`config.mk`:
```
export PLATFORM = sky130hd
export DESIGN_NAME = dmem_write_buffer
export DESIGN_NICKNAME = d
export VERILOG_FILES = /design/src/rtl/dmem_write_buffer.sv
export SDC_FILE = /design/constraint.sdc
export NUM_CORES = 1
export LEC_CHECK = 0
export CORE_MARGIN = 3
export CORE_UTILIZATION = 36
export DETAILED_ROUTE_END_ITERATION = 10
export HOLD_SLACK_MARGIN = 0.06
export PLACE_DENSITY = 0.6
export SKIP_CTS_REPAIR_TIMING = 1
export SLEW_MARGIN = 20
export SYNTH_ARGS = -nofsm -noshare
export SYNTH_HDL_FRONTEND = slang
export SYNTH_SLANG_ARGS = --single-unit
```
`constraint.sdc`:
```
create_clock -name clk -period 10 [get_ports clk]
set_clock_uncertainty 0.05 [all_clocks]
set_input_delay 2 -clock clk [delete_from_list [all_inputs] [get_ports clk]]
set_output_delay 2 -clock clk [all_outputs]
set_load 0.03 [all_outputs]
```
`src/rtl/dmem_write_buffer.sv`:
```
// Data-memory front end: buffers core stores in a circular FIFO, drains them to a
// handshaked memory port in the background and forwards buffered data to loads.
module dmem_write_buffer #(
  parameter int DEPTH  = 4,
  parameter int ADDR_W = 32,
  parameter int DATA_W = 32
) (
  input  logic                   clk,
  input  logic                   reset,
  input  logic                   MemWriteM,
  input  logic                   MemReadM,
  input  logic [ADDR_W-1:0]      AddrM,
  input  logic [DATA_W-1:0]      WriteDataM,
  output logic [DATA_W-1:0]      ReadDataM,
  output logic                   MemStall,
  output logic                   mem_req,
  output logic                   mem_we,
  output logic [ADDR_W-1:0]      mem_addr,
  output logic [DATA_W-1:0]      mem_wdata,
  input  logic                   mem_ack,
  input  logic [DATA_W-1:0]      mem_rdata,
  output logic [$clog2(DEPTH):0] buf_count
);

  localparam int PTR_W = $clog2(DEPTH);
  localparam int CNT_W = PTR_W + 1;
  localparam int WA_W  = ADDR_W - 2;

  typedef enum logic [1:0] {IDLE, DRAIN, READ, RDONE} state_t;

  state_t            state_q, state_d;
  logic [PTR_W-1:0]  head_q, head_d;
  logic [PTR_W-1:0]  tail_q, tail_d;
  logic [CNT_W-1:0]  count_q, count_d;
  logic [WA_W-1:0]   wa_q [DEPTH];
  logic [DATA_W-1:0] wd_q [DEPTH];
  logic              mem_req_q, mem_req_d;
  logic              mem_we_q, mem_we_d;
  logic [ADDR_W-1:0] mem_addr_q, mem_addr_d;
  logic [DATA_W-1:0] mem_wdata_q, mem_wdata_d;
  logic [DATA_W-1:0] rdata_q, rdata_d;

  logic [WA_W-1:0]   load_wa;
  logic              full, empty, enq, pop;
  logic              hit, load_miss;
  logic [DEPTH-1:0]  match;
  logic [PTR_W-1:0]  age [DEPTH];
  logic [PTR_W-1:0]  best_age;
  logic [DATA_W-1:0] fwd_data;
  logic              addr_lsb_unused;

  assign load_wa         = AddrM[ADDR_W-1:2];
  assign addr_lsb_unused = ^AddrM[1:0];
  assign full            = (count_q == CNT_W'(DEPTH));
  assign empty           = (count_q == '0);
  // A store presented together with a load is dropped.
  assign enq             = MemWriteM & ~MemReadM & ~full;
  assign pop             = (state_q == DRAIN) & mem_ack;
  assign load_miss       = MemReadM & ~hit;

  // Age 0 is the head (oldest); an entry is live when its age is below the count.
  genvar gi;
  generate
    for (gi = 0; gi < DEPTH; gi++) begin : g_entry
      assign age[gi]   = PTR_W'(gi) - head_q;
      assign match[gi] = ({1'b0, age[gi]} < count_q) && (wa_q[gi] == load_wa);
    end
  endgenerate

  always_comb begin
    hit      = 1'b0;
    best_age = '0;
    fwd_data = '0;
    for (int i = 0; i < DEPTH; i++) begin
      if (match[i] && (!hit || (age[i] > best_age))) begin
        hit      = 1'b1;
        best_age = age[i];
        fwd_data = wd_q[i];
      end
    end
  end

  always_ff @(posedge clk) begin
    if (enq) begin
      wa_q[tail_q] <= load_wa;
      wd_q[tail_q] <= WriteDataM;
    end
  end

  always_comb begin
    head_d  = head_q + PTR_W'(pop);
    tail_d  = tail_q + PTR_W'(enq);
    count_d = count_q + CNT_W'(enq) - CNT_W'(pop);
  end

  always_ff @(posedge clk or negedge reset) begin
    if (!reset) begin
      state_q     <= IDLE;
      head_q      <= '0;
      tail_q      <= '0;
      count_q     <= '0;
      mem_req_q   <= 1'b0;
      mem_we_q    <= 1'b0;
      mem_addr_q  <= '0;
      mem_wdata_q <= '0;
      rdata_q     <= '0;
    end else begin
      state_q     <= state_d;
      head_q      <= head_d;
      tail_q      <= tail_d;
      count_q     <= count_d;
      mem_req_q   <= mem_req_d;
      mem_we_q    <= mem_we_d;
      mem_addr_q  <= mem_addr_d;
      mem_wdata_q <= mem_wdata_d;
      rdata_q     <= rdata_d;
    end
  end

  // A load miss cannot alias a buffered store, so it may overtake the drain.
  always_comb begin
    state_d     = state_q;
    mem_req_d   = mem_req_q;
    mem_we_d    = mem_we_q;
    mem_addr_d  = mem_addr_q;
    mem_wdata_d = mem_wdata_q;
    rdata_d     = rdata_q;
    case (state_q)
      IDLE: begin
        if (load_miss) begin
          state_d    = READ;
          mem_req_d  = 1'b1;
          mem_we_d   = 1'b0;
          mem_addr_d = {load_wa, 2'b00};
        end else if (!empty) begin
          state_d     = DRAIN;
          mem_req_d   = 1'b1;
          mem_we_d    = 1'b1;
          mem_addr_d  = {wa_q[head_q], 2'b00};
          mem_wdata_d = wd_q[head_q];
        end
      end
      DRAIN: begin
        if (mem_ack) begin
          state_d   = IDLE;
          mem_req_d = 1'b0;
        end
      end
      READ: begin
        if (mem_ack) begin
          state_d   = RDONE;
          mem_req_d = 1'b0;
          rdata_d   = mem_rdata;
        end
      end
      RDONE:   state_d = IDLE;
      default: state_d = IDLE;
    endcase
  end

  always_comb begin
    MemStall  = (MemWriteM & full) | (MemReadM & ~hit & (state_q != RDONE));
    ReadDataM = (MemReadM & hit) ? fwd_data : rdata_q;
  end

  assign mem_req   = mem_req_q;
  assign mem_we    = mem_we_q;
  assign mem_addr  = mem_addr_q;
  assign mem_wdata = mem_wdata_q;
  assign buf_count = count_q;

endmodule

```
==> impl_metrics.csv <==
group,metric,value,unit
sta,finalHoldViolCount,0,
yosys,yosysWarnings,0,
floorplan,die_w,219.9,um
setup_path,cp-end-kind,"output port",
sta,tightestPinTransition,1.108,ns
placed_design,gp_congestion,0.8110,
clock_tree,clock-sinks,353,
route,drtPass1Iterations,6,
yosys,synth_edf_count,248,
cells_and_area,fin_util,45.51,%
floorplan,start_util,36.86,%
cells_and_area,area_growth,23.46,%
grt,grt_max_degree,64,
power_and_ir_drop,p_int,3.745,mW
clock_tree,cts_tree,"yes",
power_and_ir_drop,power.switching,1.930,mW
flow_run,maxCapViolCount,0,
setup_path,cp_data_arrival_time,7.66,ns
setup_path,setup.worst_path.class,"in -> out",
grt,grt_pass1_vias,10520,
sta,fmaxAchievable,0.1030,GHz
route,routed_wl,44890,um
setup_path,worst-path-max-fanout,21,
clock_tree,path_clk_slew,0.06,ns
placed_design,pre_cts_ws,0.3050,ns
sta,setup_tns,0,ns
outcome,status,"finished, final reports clean",
yosys,synthCells,1082,
clock_tree,clockRootBuffer,"clkbuf_16",
placed_design,numPortBuffers,198,
sta,rsz0062_at_grt,"false",
yosys,ys_types,47,
power_and_ir_drop,power_switching_share,34.01,%
route,drtIter0Drc,828,
yosys,syn_area,0.01648,mm^2
route,wl_per_cell,23.71,um
yosys,ys.flop_type,"edfxtp_1",
setup_path,cp-start-kind,"input pin",
clock_tree,clk_latency,0.55,ns
route,vias_per_cell,5.366,
floorplan,die_y,219.9,um
cells_and_area,insertedDiodeCount,0,
power_and_ir_drop,peakVddDrop,0.0001849,V
sta,fin_crit_sh,97.08,%
power_and_ir_drop,p_leak,7.057,nW
clock_tree,htree_levels,2,
clock_tree,numCtsBuffers,40,
sta,maxSlewHeadroom,25.94,%
yosys,synth.avg_cell_area,15.23,um^2
floorplan,dieArea,0.04838,mm^2
yosys,ys_ff_latch,353,
power_and_ir_drop,seq_power_share,38.4,%
yosys,ys_seq_area_share,61.14,%
route,via_count,10160,
power_and_ir_drop,p_comb_share,36.7,%
grt,globalRouteTotalUtil,18.43,%
power_and_ir_drop,cellPowerDensity,279.0,mW/mm^2
floorplan,io_pins,203,
sta,final.min_clock_period,9.708,ns
setup_path,required,7.95,ns
floorplan,core,0.04470,mm^2
power_and_ir_drop,clockPowerShare,24.9,%
hold_path,min_path_cells,1,
yosys,async_flop_share,29.75,%
grt,overflow,0,
sta,setup_ws,0.2923,ns
sta,setup_viol_count_final,0,
floorplan,rows,77,
route,drc,0,
grt,grt_pass1_wl,66540,um
cells_and_area,drive_above_1_share,23.44,%
route,ant_nets,0,
placed_design,dpl.hpwl,28490,um
sta,slew_viol_final,0,
clock_tree,cts_max_path_buffers,3,
cells_and_area,layout.nets,1392,
hold_path,hold_class,"reg -> reg",
setup_path,rr_worst_depth,11,
grt,antenna_found_initial,6,
## flip-flops by register name, indices dropped and copies added (netlist names)
register,flops
wd_q,128
wa_q,120
mem_wdata,32
rdata_q,32
mem_addr,30
buf_count,3
head_q,2
state_q,2
tail_q,2
mem_req,1
mem_we,1
## worst max-delay path, cell delays in order
cell	delay [ns]
clkdlybuf4s50_1	0.69
xor2_1	0.22
nor4_1	0.38
nand3_1	0.17
a2111o_1	0.57
o21a_1	0.26
mux2_2	0.29
ha_1	0.27
a21oi_1	0.28
a21oi_4	0.05
nor2_1	0.14
mux2_2	0.35
ha_1	0.28
nor2b_1	0.13
o21ai_0	0.30
a21oi_4	0.12
buf_4	0.22
or3_1	0.39
a31oi_1	0.30
buf_4	0.23
## cell usage after synthesis, types with 24 or more instances
library cell,n,area share [%]
edfxtp_1,248,45
dfrtp_1,105,16
mux2_2,103,7.0
xor2_1,77,4.1
mux4_2,62,8.5
xnor2_1,47,2.5
buf_2,45,1.4
nand2_1,38,0.87
nor2_1,38,0.87
nor3_1,37,1.1
a31oi_1,33,1.3
a222oi_1,30,1.8
or3_1,30,1.1
clkbuf_1,27,0.62
mux2_1,24,1.6
## stage by stage
stage | power, mW | instances | hold slack [ns] | area (um^2)
after global routing | 5.972 | 1893 | 0.4418 | 20340
after global placement | 4.302 | 1821 | 0.4121 | 19070
final | 5.675 | 1893 | 0.4241 | 20340
after detailed placement | 4.324 | 1822 | 0.4150 | 19090
after floorplan | 3.525 | 1083 | 0.4212 | 16480
after CTS | 5.759 | 1893 | 0.4292 | 20340
## power by group through the flow
| stage | clock network (mW) | registers [mW] | logic [mW] |
|---|---|---|---|
| floorplan | 0 | 2.36 | 1.16 |
| CTS | 1.45 | 2.19 | 2.12 |
| global route | 1.51 | 2.23 | 2.23 |
| detailed placement | 0 | 2.21 | 2.11 |
| finish | 1.41 | 2.18 | 2.08 |
| global placement | 0 | 2.20 | 2.10 |
## worst paths after layout
kind / start / to / slack [ns]
setup / recovery: AddrM[13] / ReadDataM[9] / 0.29
hold / removal: mem_we$_DFFE_PN0P_ / mem_we$_DFFE_PN0P_ / 0.42
setup reg to reg: head_q[1]$_DFF_PN0_ / mem_addr[7]$_DFFE_PN0P_ / 4.70
hold reg to reg: mem_we$_DFFE_PN0P_ / mem_we$_DFFE_PN0P_ / 0.42
max in group asynchronous: reset / rdata_q[28]$_DFFE_PN0P_ / 7.16
min in group asynchronous: reset / mem_wdata[14]$_DFFE_PN0P_ / 1.39
## layout make-up
type                            count  area [um^2]
Tap cell                          592        740.7
Timing Repair Buffer              238         2232
Sequential cell                   353        10080
Fill cell                        3975        24360
Clock inverter                      9        92.59
Clock buffer                       62         1155
Inverter                           16        60.06
Multi-Input combinational cell    623         5983
## kinds of logic after synthesis
family                   Yosys count  synth area share (%)
AO/OA/AOI/OAI                     92                 4.374
XOR/XNOR                         124                 6.591
AND/OR/NAND/NOR                  193                 6.006
multiplexers                     193                 17.40
adder cells (fa/ha/maj)           19                 1.488
other                              1               0.02276
buffers and inverters            107                 2.984
flip-flops                       353                 61.14
## cell usage in the layout, fill, tap and decap left out, types with 33 or more instances in the layout
| master | Yosys | routed |
|---|---|---|
| a31oi_1 | 33 | 33 |
| buf_4 | 9 | 71 |
| clkbuf_16 | 0 | 41 |
| clkdlybuf4s50_1 | 0 | 165 |
| dfrtp_1 | 105 | 103 |
| edfxtp_1 | 248 | 248 |
| mux2_2 | 103 | 103 |
| mux4_2 | 62 | 62 |
| nand2_1 | 38 | 37 |
| nor2_1 | 38 | 36 |
| nor3_1 | 37 | 36 |
| xnor2_1 | 47 | 47 |
| xor2_1 | 77 | 77 |
## per-layer routing
layer	GRT usage [%]	share of wire, %	vias to the layer above
li1	-	-	4546
met1	23.80	42	5174
met2	31.80	50	356
met3	3.764	6.5	69
met4	4.722	1.6	12
met5	0	0.18	-
Note: power is estimated with default switching activity, not from simulation.
